## config.mk

```make
export PLATFORM = sky130hd
export DESIGN_NAME = std_sync_read_buf
export DESIGN_NICKNAME = d
export VERILOG_FILES = /design/src/rtl/sync_pkg.sv /design/src/rtl/std_sync_buf_fifo.sv /design/src/rtl/std_sync_read_buf.sv
export SDC_FILE = /design/constraint.sdc
export NUM_CORES = 1
export LEC_CHECK = 0
export BUFFER_PORTS_ARGS = -buffer_cell sky130_fd_sc_hd__buf_2
export CORE_MARGIN = 2
export CORE_UTILIZATION = 50
export CTS_BUF_LIST = sky130_fd_sc_hd__clkbuf_2 sky130_fd_sc_hd__clkbuf_4 sky130_fd_sc_hd__clkbuf_8
export CTS_CLUSTER_DIAMETER = 150
export DETAILED_ROUTE_END_ITERATION = 10
export PLACE_DENSITY = 0.72
export SKIP_CTS_REPAIR_TIMING = 1
export SYNTH_ARGS = -nofsm -noshare
export SYNTH_HDL_FRONTEND = slang
export SYNTH_SLANG_ARGS = --single-unit
```

## constraint.sdc

```tcl
create_clock -name clk -period 2.4 [get_ports clk]
set_input_delay 0.72 -clock clk [delete_from_list [all_inputs] [get_ports clk]]
set_output_delay 0.72 -clock clk [all_outputs]
set_load 0.01 [all_outputs]
```

## src/rtl/sync_pkg.sv

```systemverilog
// Shared types and width helpers for the sync-register read buffer.
package sync_pkg;

  typedef enum logic {
    RD_IDLE = 1'b0,
    RD_REQ  = 1'b1
  } sync_rd_state_e;

  // Enough bits to hold every occupancy from 0 up to and including depth.
  function automatic int count_width(input int depth);
    return $clog2(depth + 1);
  endfunction

  function automatic int ptr_width(input int depth);
    return (depth > 1) ? $clog2(depth) : 1;
  endfunction

endpackage

```

## src/rtl/std_sync_buf_fifo.sv

```systemverilog
// DEPTH-entry FIFO with wrapping pointers and a registered head-of-queue value.
module std_sync_buf_fifo
  import sync_pkg::*;
#(
  parameter int WIDTH = 32,
  parameter int DEPTH = 4
) (
  input  logic                          clk,
  input  logic                          reset,
  input  logic                          push,
  input  logic [WIDTH-1:0]              push_data,
  input  logic                          pop,
  output logic [WIDTH-1:0]              head_data,
  output logic                          head_valid,
  output logic [count_width(DEPTH)-1:0] count
);

  localparam int CNT_W = count_width(DEPTH);
  localparam int PTR_W = ptr_width(DEPTH);
  localparam logic [CNT_W-1:0] FULL_COUNT = CNT_W'(DEPTH);
  localparam logic [CNT_W-1:0] ONE_COUNT  = CNT_W'(1);

  logic [WIDTH-1:0] mem [DEPTH];
  logic [PTR_W-1:0] wr_ptr;
  logic [PTR_W-1:0] rd_ptr;
  logic [PTR_W-1:0] rd_ptr_inc;
  logic [CNT_W-1:0] count_q;
  logic [WIDTH-1:0] head_q;
  logic             empty;
  logic             full;
  logic             do_push;
  logic             do_pop;

  assign empty      = (count_q == '0);
  assign full       = (count_q == FULL_COUNT);
  assign do_pop     = pop && !empty;
  // A push into a full queue is only accepted when a pop frees a slot in the same cycle.
  assign do_push    = push && (!full || do_pop);
  assign rd_ptr_inc = rd_ptr + 1'b1;

  always_ff @(posedge clk) begin
    if (do_push) begin
      mem[wr_ptr] <= push_data;
    end
  end

  always_ff @(posedge clk or negedge reset) begin
    if (!reset) begin
      wr_ptr  <= '0;
      rd_ptr  <= '0;
      count_q <= '0;
    end else begin
      if (do_push) begin
        wr_ptr <= wr_ptr + 1'b1;
      end
      if (do_pop) begin
        rd_ptr <= rd_ptr_inc;
      end
      case ({do_push, do_pop})
        2'b10:   count_q <= count_q + 1'b1;
        2'b01:   count_q <= count_q - 1'b1;
        default: count_q <= count_q;
      endcase
    end
  end

  // The head register always mirrors mem[rd_ptr]; when the queue holds a single entry
  // and is refilled while popping, the new element has not reached mem yet.
  always_ff @(posedge clk or negedge reset) begin
    if (!reset) begin
      head_q <= '0;
    end else if (do_pop) begin
      if (count_q != ONE_COUNT) begin
        head_q <= mem[rd_ptr_inc];
      end else if (do_push) begin
        head_q <= push_data;
      end
    end else if (empty && do_push) begin
      head_q <= push_data;
    end
  end

  assign head_data  = head_q;
  assign head_valid = !empty;
  assign count      = count_q;

endmodule

```

## src/rtl/std_sync_read_buf.sv

```systemverilog
// Read-side buffer for an M-structure sync register; optional same-cycle bypass
// is enabled by defining STD_SYNC_READ_BUF_BYPASS_EN.
module std_sync_read_buf
  import sync_pkg::*;
#(
  parameter int WIDTH = 32,
  parameter int DEPTH = 4
) (
  input  logic                          clk,
  input  logic                          reset,
  output logic                          sreg_read_en,
  input  logic [WIDTH-1:0]              sreg_out,
  input  logic                          sreg_read_done,
  output logic [WIDTH-1:0]              deq_data,
  output logic                          deq_valid,
  input  logic                          deq_ready,
  output logic [count_width(DEPTH)-1:0] count
);

  localparam int CNT_W = count_width(DEPTH);
  localparam logic [CNT_W:0] DEPTH_EXT = (CNT_W + 1)'(DEPTH);

  sync_rd_state_e   state_q;
  sync_rd_state_e   state_d;
  logic             fifo_push;
  logic             fifo_pop;
  logic             fifo_valid;
  logic [WIDTH-1:0] fifo_head;
  logic [CNT_W-1:0] fifo_count;
  logic [CNT_W:0]   count_next;
  logic             slot_free;

`ifdef STD_SYNC_READ_BUF_BYPASS_EN
  logic bypass_hit;

  // With an empty queue the freshly read value goes straight to the consumer and
  // is only queued if the consumer does not take it this cycle.
  assign bypass_hit = (fifo_count == '0) && sreg_read_done;
  assign deq_valid  = fifo_valid || bypass_hit;
  assign deq_data   = bypass_hit ? sreg_out : fifo_head;
  assign fifo_push  = sreg_read_done && !(bypass_hit && deq_ready);
`else
  assign deq_valid  = fifo_valid;
  assign deq_data   = fifo_head;
  assign fifo_push  = sreg_read_done;
`endif

  assign fifo_pop   = fifo_valid && deq_ready;
  assign count_next = {1'b0, fifo_count} + (CNT_W + 1)'(fifo_push) - (CNT_W + 1)'(fifo_pop);
  // A read may only be outstanding while a slot is guaranteed for its result.
  assign slot_free  = (count_next < DEPTH_EXT);

  std_sync_buf_fifo #(
    .WIDTH (WIDTH),
    .DEPTH (DEPTH)
  ) u_fifo (
    .clk        (clk),
    .reset      (reset),
    .push       (fifo_push),
    .push_data  (sreg_out),
    .pop        (fifo_pop),
    .head_data  (fifo_head),
    .head_valid (fifo_valid),
    .count      (fifo_count)
  );

  always_ff @(posedge clk or negedge reset) begin
    if (!reset) begin
      state_q <= RD_IDLE;
    end else begin
      state_q <= state_d;
    end
  end

  // Once raised, read_en must stay up until the register answers with read_done.
  always_comb begin
    state_d = state_q;
    case (state_q)
      RD_IDLE: begin
        if (slot_free) begin
          state_d = RD_REQ;
        end
      end
      RD_REQ: begin
        if (sreg_read_done && !slot_free) begin
          state_d = RD_IDLE;
        end
      end
    endcase
  end

  assign sreg_read_en = (state_q == RD_REQ);
  assign count        = fifo_count;

endmodule

```

After elaboration in Yosys (flattened, before gate mapping)
Memories as Yosys holds them, arrays and structs flattened. Index checks and enable logic that the tools add are counted.

Input bits: 36. Memories kept: 1. Logic and storage cells: 42. Memory bits (writable): 128. Flip-flop bits (word level): 40.

Memory list: u_fifo.mem (words 4, bits a word 32, read ports 1, clocked after memory_dff 0, wr ports 1, RTL line std_sync_buf_fifo.sv:23) `logic [WIDTH-1:0] mem [DEPTH];`.

Eq/ne operators: 5. Order comparisons: 1. Muxes and demuxes: 10. Bitwise logic cells: 1. Reduce and logical (&&, ||, !) cells: 13. $add $sub $neg: 6.

Operators with widths (number): $mux W32 (4); $pmux W3 S2 (1); $logic_and A1 B1 Y1 (5); $add A2 B1 Y2 const B (2); $add A3 B1 Y4 (1); $lt A4 B3 Y1 const B (1); $mux W1 (4); $reduce_bool A2 Y1 (2); $sub A4 B1 Y4 (1); $add A3 B1 Y3 const B (1); $eq A3 B3 Y1 const B (1); $logic_not A1 Y1 (3); $logic_not A3 Y1 (1); $ne A3 B1 Y1 const B (1); $ne A3 B2 Y1 const B (1); $sub A3 B1 Y3 const B (1); $eq A2 B1 Y1 const B (1); $eq A2 B2 Y1 const B (1); $pmux W1 S2 (1); $reduce_and A2 Y1 (1); $logic_or A1 B1 Y1 (1); $not A1 Y1 (1).

Logic depth before layout (Yosys ltp)
Gate-level depths: netlist of run 1.

Word-level depth: 9. Gate-level depth with buffers: 10. Depth with buffers taken out: 9.

By module
From an unflattened synthesis of run 1, not the netlist that was laid out.

Cell total of the unflattened synthesis: 386. Area total of the unflattened synthesis: 6881.6 µm².

By module, submodules not included: std_sync_buf_fifo (times used 1, area an instance 6723.9 µm², cells an instance 368); std_sync_read_buf (times used 1, area an instance 157.7 µm², cells an instance 18).

Least setup slack after synthesis of run 1
No wires, ideal clock.

Path type: input-to-reg. Start: input port deq_ready. End: memory u_fifo.mem[2][0] (enable). Stages: 4. Setup slack: -0.157 ns. Required time: 2.008 ns. Data arrival time: 2.165 ns. Library setup time: 0.392 ns. Cells stage by stage: buf_2 -> inv_2 -> a31oi_1 -> and2_1.

Word-level cells in the longest chain between the ends: 6.

RTL lines: from (decl) (RTL line std_sync_read_buf.sv:16) `input logic deq_ready,`; $logic_and A1 B1 Y1 (RTL line std_sync_read_buf.sv:48) `assign fifo_pop = fifo_valid && deq_ready;`; $logic_and A1 B1 Y1 (RTL line std_sync_buf_fifo.sv:36) `assign do_pop = pop && !empty;`; $logic_or A1 B1 Y1 (RTL line std_sync_buf_fifo.sv:38) `assign do_push = push && (!full || do_pop);`; $logic_and A1 B1 Y1 (RTL line std_sync_buf_fifo.sv:38); $mux W1 (RTL line std_sync_buf_fifo.sv:42) `if (do_push) begin`; $mux W1 (not written as such) (RTL line std_sync_buf_fifo.sv:43) `mem[wr_ptr] <= push_data;`; to (decl) (RTL line std_sync_buf_fifo.sv:23).

Every way passes these cells.

Worst setup path after layout of run 1
Start: register u_fifo.count_q[1], in the netlist u_fifo.count[1]. End: output port deq_valid.

Word-level cells in the longest chain between the ends: 2.

RTL lines: from (decl) (RTL line std_sync_buf_fifo.sv:27) `logic [CNT_W-1:0] count_q;`; from (signal assigned) (RTL line std_sync_buf_fifo.sv:60) `2'b10: count_q <= count_q + 1'b1;`; from (signal assigned) (RTL line std_sync_buf_fifo.sv:61) `2'b01: count_q <= count_q - 1'b1;`; from (signal assigned) (RTL line std_sync_buf_fifo.sv:62) `default: count_q <= count_q;`; $logic_not A3 Y1 (RTL line std_sync_buf_fifo.sv:34) `assign empty = (count_q == '0);`; $logic_not A1 Y1 (RTL line std_sync_buf_fifo.sv:84) `assign head_valid = !empty;`; to (decl) (RTL line std_sync_read_buf.sv:15) `output logic deq_valid,`.

Every way passes these cells.

==> key figures, run 1 <==
STA
  • RSZ-0062 raised after global routing: false
  • Final setup viols: 0
  • Tmin final: 2.29 ns
  • Fmax: 0.437 GHz
  • Max-slew violation total from the final report: 0
  • Clk_skew: 0.0131 ns
  • Worst-Margin Slew: 0.709 ns
  • Final hold violation count: 0
  • Fin crit share: 0.952
  • Worst setup margin: 0.114 ns
  • Slew HR: 0.527

Cells and area
  • Final net count: 494
  • Syn-to-layout area delta: 16.2%
  • Share of layout cells above drive strength 1: 0.446
  • Diodes inserted: 0

Die
  • Starting Density: 0.512
  • I/O pin total: 73
  • Die height: 120 µm
  • Die X: 120 µm
  • Die outline area: 14500 µm²
  • Core ar.: 13200 µm²
  • Placement Rows: 42

Yosys
  • Number of synthesized flops with an enable pin: 128
  • Post-synthesis cell type count: 39
  • Seq/Total Area, Yosys: 0.715
  • Synth Register Bits: 168
  • Primary FF master, synth: edfxtp_1
  • Mapped cell area: 6780 µm²
  • Post-Syn Instances: 353
  • Async SR Flop Fraction: 0.238
  • Syn_area_per_cell: 19.2 µm²
  • Mapped Nets: 400
  • Syn. warnings: 0

Clock tree
  • Worst skew pair latency: 0.46 ns
  • Num CTS Buffers: 17
  • H-Tree Level Count: 4
  • Clock slew at reported path FFs: 0.09 ns
  • CTS Root Cell: clkbuf_8
  • Clk sink count: 168
  • CTS tree: built
  • Clock Tree Buf Depth: 2

Global route
  • Largest net degree at the start of global routing: 34
  • Tot GR Track Use: 0.197
  • Vias in the first global route: 3823
  • First-pass GRT wire length: 21000 µm
  • Total gr overflow: 0
  • Antenna violations before repair: 0

Detailed routing
  • # DRC: 0
  • Via count: 3681
  • Iter 0 DRT Violations: 335
  • First-pass detailed-route iteration total: 4
  • Routed wire length: 13300 µm
  • WL/cell: 20.9 µm
  • Vias per cell: 5.79
  • Post-DRT Antenna Nets: 0

Worst hold path
  • Worst min path class: input pin to async pin

Worst setup path
  • Worst setup SP type: register
  • Crit path kind: register to output pin
  • Type of element capturing the critical path: output pin
  • Critical path arrival: 1.57 ns
  • Required @ worst endpoint: 1.68 ns
  • CP max FO: 10

Placed design
  • DP HPWL: 8450 µm
  • Buffers on Ports: 72
  • Pre-CTS WS: 0.136 ns
  • GP Congestion: 0.782

Job
  • Max cap viols: 0

Power
  • Leak: 2.82 nW
  • Maximum VDD drop: 0.640 mV
  • Design Power: 9.64 mW
  • Power per Cell Area: 1220 nW/µm²

Status
  • Status: complete, no violations
==> stage by stage <==
step                      hold slack, ns  TNS (ns)  instances  utilization  cell area [µm²]
after global placement             0.498         0        604        0.566             7490
final                              0.263         0        636        0.595             7880
after detailed placement           0.511         0        604        0.566             7490
after global routing               0.278         0        636        0.595             7880
after CTS                          0.264   -0.0536        636        0.594             7870
after floorplan                    0.424         0        353            -             6790
==> kinds of logic (layout without fill, tap and decap cells) <==
group                      count (synthesis)  after routing  share of synthesized area
adders and majority gates                 11             11                     0.0203
buffers and inverters                     34            141                     0.0290
AOI/OAI and AO/OA                         50             50                     0.0731
muxes                                     33             33                      0.110
and+or+nand+nor                           52             52                     0.0471
xor gates and xnor gates                   5              5                    0.00646
DFF                                      168            168                      0.715
==> where the power goes <==
part	internal [mW]	leakage, nW	switching (mW)
clock network	0.869	0.188	1.03
logic	1.75	1.02	1.74
registers	3.94	1.62	0.301
total	6.57	2.82	3.07
==> per-layer routing <==
metal	GRT usage	vias to the layer above	wire, µm
li1	-	1639	-
met1	0.257	1923	5560
met2	0.324	103	6870
met3	0.0472	16	680
met4	0.0698	0	180
met5	0	-	0
==> final timing paths <==
kind                                   endpoint  slack (ns)       startpoint  cells after the start
max                                   deq_valid        0.11  u_fifo.count[1]                      5
min                            u_fifo.rd_ptr[1]        0.26            reset                      1
max reg2reg                u_fifo.head_data[27]        0.23  u_fifo.count[2]                      4
min reg2reg                        sreg_read_en        0.52     sreg_read_en                      2
max in group asynchronous  u_fifo.head_data[19]        1.48            reset                      2
min in group clk              u_fifo.mem[3][19]        0.50     sreg_out[19]                      1
==> layout make-up <==
cell class / instances / area (µm²)
clock buffers: 19 / 255
multi-input cells: 151 / 1750
clock inverters: 13 / 123
fillers: 1030 / 5370
inverters: 9 / 33.8
flip-flops and latches: 168 / 4850
well taps: 176 / 220
repair buffers: 100 / 646
==> sequential cells by signal, summed over array words and instances (netlist names) <==
signal            cells
u_fifo.mem          128
u_fifo.rd_ptr         2
u_fifo.wr_ptr         2
u_fifo.count          3
u_fifo.head_data     32
sreg_read_en          1
==> layout by cell type (no fill, tap or decap), types with 2 or more instances in the layout <==
cell,netlist,routed
or3_1,33,33
clkinvlp_4,0,3
inv_2,1,3
o221a_2,31,31
nor3b_1,2,2
nand3_1,3,3
edfxtp_1,128,128
nand2b_1,4,3
mux4_2,29,29
a21oi_1,5,5
clkbuf_8,0,18
mux4_1,3,3
ha_1,11,11
buf_2,10,72
buf_12,3,6
inv_1,8,6
clkinv_4,0,3
buf_4,0,22
and2_2,0,4
nand3b_1,2,2
dfrtp_2,0,2
nand2_1,2,2
dfrtp_1,40,38
clkinv_2,0,3
xnor2_1,4,4
inv_6,0,2
==> critical path: stages (launching register included) <==
cell and delay (ns):
dfrtp_1 0.41, inv_2 0.11, ha_1 0.19, buf_4 0.19, nand2b_4 0.08, buf_2 0.14
==> Yosys cell counts (2+ instances only) <==
cell	number	area, µm²
a21oi_1	5	25.0
and2_1	4	25.0
buf_12	3	60.1
buf_2	10	50.1
clkbuf_1	11	41.3
dfrtp_1	40	1000
edfxtp_1	128	3840
ha_1	11	138
inv_1	8	30.0
mux4_1	3	78.8
mux4_2	29	653
nand2_1	2	7.51
nand2b_1	4	25.0
nand3_1	3	15.0
nand3b_1	2	15.0
nor3b_1	2	15.0
o221a_2	31	349
or3_1	33	206
xnor2_1	4	35.0
No activity file was read; power rests on OpenSTA's default activity.
==> run 2, diff against run 1 <==
--- a/config.mk
+++ b/config.mk
@@ -7,11 +7,12 @@
 export LEC_CHECK = 0
 export BUFFER_PORTS_ARGS = -buffer_cell sky130_fd_sc_hd__buf_2
 export CORE_MARGIN = 2
-export CORE_UTILIZATION = 50
+export CORE_UTILIZATION = 55
 export CTS_BUF_LIST = sky130_fd_sc_hd__clkbuf_2 sky130_fd_sc_hd__clkbuf_4 sky130_fd_sc_hd__clkbuf_8
 export CTS_CLUSTER_DIAMETER = 150
 export DETAILED_ROUTE_END_ITERATION = 10
-export PLACE_DENSITY = 0.72
+export GPL_TIMING_DRIVEN = 1
+export PLACE_DENSITY = 0.78
 export SKIP_CTS_REPAIR_TIMING = 1
 export SYNTH_ARGS = -nofsm -noshare
 export SYNTH_HDL_FRONTEND = slang
==> run 2 against run 1 <==
Against the previous run: register-to-register slack better by 0.03 ns; critical endpoint unchanged; critical path depth stayed put; combinational power down 1%; sequential cell count unchanged; clock skew about the same; count of clock-buffer cells in the layout grew 1.
==> key figures, run 2 (same netlist as run 1, synthesis figures left out) <==
Global route
  • Met3 global-route usage: 0.0538
  • GR Layer Usage met2: 0.348
  • GR peak layer: met2
  • First-pass GRT wire length: 20600 µm
  • GR Util met1: 0.288
  • Largest net degree at the start of global routing: 35
  • Total gr overflow: 0
  • Tot GR Track Use: 0.214
  • Vias in the first global route: 3766
  • Antenna violations before repair: 0

Detailed routing
  • # DRC: 0
  • Post-DRT Antenna Nets: 0
  • WL/cell: 21.4 µm
  • First-pass detailed-route iteration total: 6
  • Iter 0 DRT Violations: 282
  • Routed wire length: 13000 µm
  • Vias per cell: 6.06
  • Via count: 3668

Clock tree
  • Clock slew at reported path FFs: 0.09 ns
  • CTS tree: built
  • Worst skew pair latency: 0.44 ns
  • Clock Tree Buf Depth: 2
  • Num CTS Buffers: 17
  • CTS Root Cell: clkbuf_8
  • Clk sink count: 168
  • H-Tree Level Count: 4

STA
  • Clk_skew: 0.0133 ns
  • Total negative setup slack: 0 ns
  • Tmin final: 2.31 ns
  • Min Hold Slack: 0.175 ns
  • Final hold violation count: 0
  • Final setup viols: 0
  • Fmax: 0.433 GHz
  • Max-slew violation total from the final report: 0
  • Slew HR: 0.520
  • Worst-Margin Slew: 0.720 ns
  • Fin crit share: 0.961

Power
  • Leak: 2.83 nW
  • Maximum VDD drop: 0.806 mV
  • Design Power: 9.84 mW
  • Power per Cell Area: 1250 nW/µm²

Worst setup path
  • R2R cell count: 6
  • Worst setup SP type: register
  • R2R setup slack: 0.26 ns
  • Crit path kind: register to output pin
  • Required @ worst endpoint: 1.68 ns
  • FF-to-FF Start: u_fifo.count[1]
  • FF-to-FF End: u_fifo.head_data[17]
  • CP max FO: 8
  • Type of element capturing the critical path: output pin
  • Critical path arrival: 1.59 ns

Die
  • Die outline area: 13200 µm²
  • I/O pin total: 73
  • Die X: 115 µm
  • Die height: 115 µm
  • Placement Rows: 40
  • Starting Density: 0.564
  • Core ar.: 12000 µm²

Cells and area
  • Non-Filler Instances: 605
  • Area occupied by multi-input gates: 1760 µm²
  • Syn-to-layout area delta: 16.0%
  • Biggest register: u_fifo.mem
  • FF/Latch Area: 4850 µm²
  • Max FFs per register: 128
  • Final net count: 492
  • Share of layout cells above drive strength 1: 0.445
  • Filler instances: 794
  • Commonest non-fill, non-tap cell in the layout: edfxtp_1
  • Diodes inserted: 0
  • Final design instance area without fill: 7870 µm²
  • Most frequent cells in the layout: edfxtp_1, buf_2, dfrtp_1

Placed design
  • DP HPWL: 8290 µm
  • Area after DPL: 7400 µm²
  • Buffers on Ports: 72
  • GP Congestion: 0.830
  • Placed cell count: 571

Worst hold path
  • Worst min path class: input pin to async pin

Job
  • Max cap viols: 0

Status
  • Status: complete, no violations
[run 2: worst max-delay path by stage]
stage / start / endpoint / slack [ns]
global placement: deq_ready / sreg_read_en / 0.22
global route: u_fifo.count[1] / deq_valid / -0.002
floorplan: deq_ready / sreg_read_en / 0.14
CTS: u_fifo.count[1] / deq_valid / -0.20
finish: u_fifo.count[1] / deq_valid / 0.09
detailed placement: u_fifo.count[1] / u_fifo.head_data[10] / 0.1
[run 2: stage by stage]
stage | worst slack (ns) | utilization
global placement | 0.221 | 0.616
detailed placement | 0.0960 | 0.616
finish | 0.0925 | 0.655
CTS | -0.205 | 0.652
global route | -0.00228 | 0.655
floorplan | 0.136 | -
[run 2: power breakdown]
group / internal (mW) / switching (mW)
clock network: 1.11 / 1.00
logic: 1.73 / 1.72
registers: 3.95 / 0.329
total: 6.79 / 3.05
[run 2: metal layers]
metal  up-vias  share of wire  wire [µm]
met3         6          0.053        692
met2       122           0.52       6740
met1      1903           0.42       5440
met5         -              0          0
li1       1637              -          -
met4         0         0.0071         92
[run 2: critical path: stages (launching register included)]
cell,delay (ns)
dfrtp_2,0.47
inv_4,0.11
ha_4,0.15
buf_4,0.15
nand2b_2,0.11
buf_2,0.16
[run 2: cell type report]
cell class,instances,area share
clock buffers,20,0.0342
clock inverters,12,0.0208
inverters,9,0.00461
multi-input cells,151,0.224
flip-flops and latches,168,0.616
well taps,147,0.0234
repair buffers,98,0.0770
==> run 3, diff against run 2 <==
--- a/config.mk
+++ b/config.mk
@@ -6,6 +6,7 @@
 export NUM_CORES = 1
 export LEC_CHECK = 0
 export BUFFER_PORTS_ARGS = -buffer_cell sky130_fd_sc_hd__buf_2
+export CAP_MARGIN = 20
 export CORE_MARGIN = 2
 export CORE_UTILIZATION = 55
 export CTS_BUF_LIST = sky130_fd_sc_hd__clkbuf_2 sky130_fd_sc_hd__clkbuf_4 sky130_fd_sc_hd__clkbuf_8
==> constraint.sdc (replaced) <==
create_clock -name clk -period 2.4 [get_ports clk]
set_input_delay 0.72 -clock clk [delete_from_list [all_inputs] [get_ports clk]]
set_output_delay 0.72 -clock clk [all_outputs]
set_load 0.02 [all_outputs]
==> run 3 against run 2 <==
Against the previous run: die area unchanged; worst setup slack worse by 0.025 ns; non-clock buffer count unchanged; design area up 0.24%; critical path depth unchanged; utilization up 0.16 points; final cell count unchanged; clock power up 2%; wire length up 0.73%; clock skew down 0.0043 ns; critical path type unchanged; largest cell class unchanged; highest routed layer unchanged.
==> key figures, run 3 (same netlist as run 1, synthesis figures left out) <==
Status
  • Status: complete, no violations

Die
  • Die outline area: 13200 µm²
  • Core ar.: 12000 µm²
  • Starting Density: 0.564
  • Die height: 115 µm
  • I/O pin total: 73
  • Die X: 115 µm
  • Placement Rows: 40

Power
  • Clk pwr share: 0.213
  • Internal power: 6.88 mW
  • Sequential share of power: 0.422
  • Power per Cell Area: 1290 nW/µm²
  • Leak: 2.84 nW
  • Combinational power share: 0.365
  • Switch share: 0.321
  • Maximum VDD drop: 0.660 mV
  • Psw: 3.26 mW
  • Design Power: 10.1 mW

Cells and area
  • Fin util: 0.656
  • Syn-to-layout area delta: 16.3%
  • Commonest non-fill, non-tap cell in the layout: edfxtp_1
  • Diodes inserted: 0
  • Most frequent cells in the layout: edfxtp_1, buf_2, dfrtp_1
  • Final net count: 492
  • Biggest register: u_fifo.mem
  • Share of layout cells above drive strength 1: 0.445
  • Max FFs per register: 128

Placed design
  • Buffers on Ports: 72
  • DP HPWL: 8260 µm
  • GP Congestion: 0.784

STA
  • Final setup viols: 0
  • Max-slew violation total from the final report: 0
  • Final hold violation count: 0
  • Fin crit share: 0.972
  • Clk_skew: 0.00905 ns
  • Min Hold Slack: 0.199 ns
  • Tmin final: 2.33 ns
  • Total negative setup slack: 0 ns
  • Slew HR: 0.537
  • Worst-Margin Slew: 0.695 ns
  • Fmax: 0.429 GHz

Detailed routing
  • Iter 0 DRT Violations: 310
  • Via count: 3675
  • First-pass detailed-route iteration total: 4
  • Vias per cell: 6.07
  • Post-DRT Antenna Nets: 0
  • WL/cell: 21.6 µm
  • Routed wire length: 13100 µm
  • # DRC: 0

Worst setup path
  • Crit path kind: register to output pin
  • Required @ worst endpoint: 1.68 ns
  • Worst setup SP type: register
  • Worst-path cell chain: inv_2 -> ha_4 -> buf_4 -> nand2b_2 -> buf_2
  • Slowest stage delay, CP: 0.45 ns
  • CP top delay family: buffers and inverters
  • Critical path arrival: 1.61 ns
  • Critical path's slowest cell: dfrtp_2
  • Type of element capturing the critical path: output pin
  • Buf+Inv Stages, Crit Path: 3
  • CP max FO: 8

Clock tree
  • Clock slew at reported path FFs: 0.08 ns
  • CTS Root Cell: clkbuf_8
  • CTS tree: built
  • H-Tree Level Count: 4
  • Clk sink count: 168
  • Num CTS Buffers: 17
  • Worst skew pair latency: 0.45 ns
  • Clock Tree Buf Depth: 2

Global route
  • First-pass GRT wire length: 20400 µm
  • Largest net degree at the start of global routing: 35
  • Antenna violations before repair: 0
  • Tot GR Track Use: 0.211
  • Total gr overflow: 0
  • Vias in the first global route: 3830

Worst hold path
  • Worst min path class: input pin to async pin

Job
  • Max cap viols: 0
-- run 3: final cells by class --
cell class	count	area [µm²]
Tap cell	147	184
Clock inverter	12	175
Fill cell	806	4130
Timing Repair Buffer	98	618
Clock buffer	20	263
Sequential cell	168	4850
Multi-Input combinational cell	151	1760
Inverter	9	36.3
-- run 3: through the flow --
step           cells  worst slack, ns  area [µm²]
6_report         605           0.0675        7880
4_1_cts          603           -0.211        7850
5_1_grt          605         -0.00801        7880
3_3_place_gp     571            0.171        7410
2_1_floorplan    353            0.134        6790
3_5_place_dp     571            0.140        7410
-- run 3: per-layer routing --
layer	GRT usage	wire length [µm]	vias to the layer above
met2	0.348	6540	138
li1	-	-	1631
met1	0.279	5560	1886
met3	0.0527	744	20
met4	0.0683	220	0
met5	0	0	-
-- run 3: power by group through the flow --
| stage | clock network [mW] | logic [mW] | registers, mW |
|---|---|---|---|
| after detailed placement | 0 | 3.67 | 4.32 |
| after global routing | 2.33 | 3.98 | 4.35 |
| final | 2.16 | 3.70 | 4.28 |
| after floorplan | 0 | 2.33 | 4.60 |
| after global placement | 0 | 3.57 | 4.28 |
| after CTS | 2.20 | 3.68 | 4.27 |
-- run 3: path summary, 6_finish.rpt --
kind / startpoint / to / slack (ns) / cells past startpoint
worst max-delay path: u_fifo.count[1] / deq_valid / 0.07 / 5
worst min-delay path: reset / u_fifo.count[2] / 0.20 / 1
worst max register to register: u_fifo.count[2] / sreg_read_en / 0.26 / 8
worst min register to register: sreg_read_en / sreg_read_en / 0.53 / 2
max in group asynchronous: reset / u_fifo.head_data[16] / 1.64 / 2
min in group clk: sreg_out[18] / u_fifo.mem[0][18] / 0.50 / 1
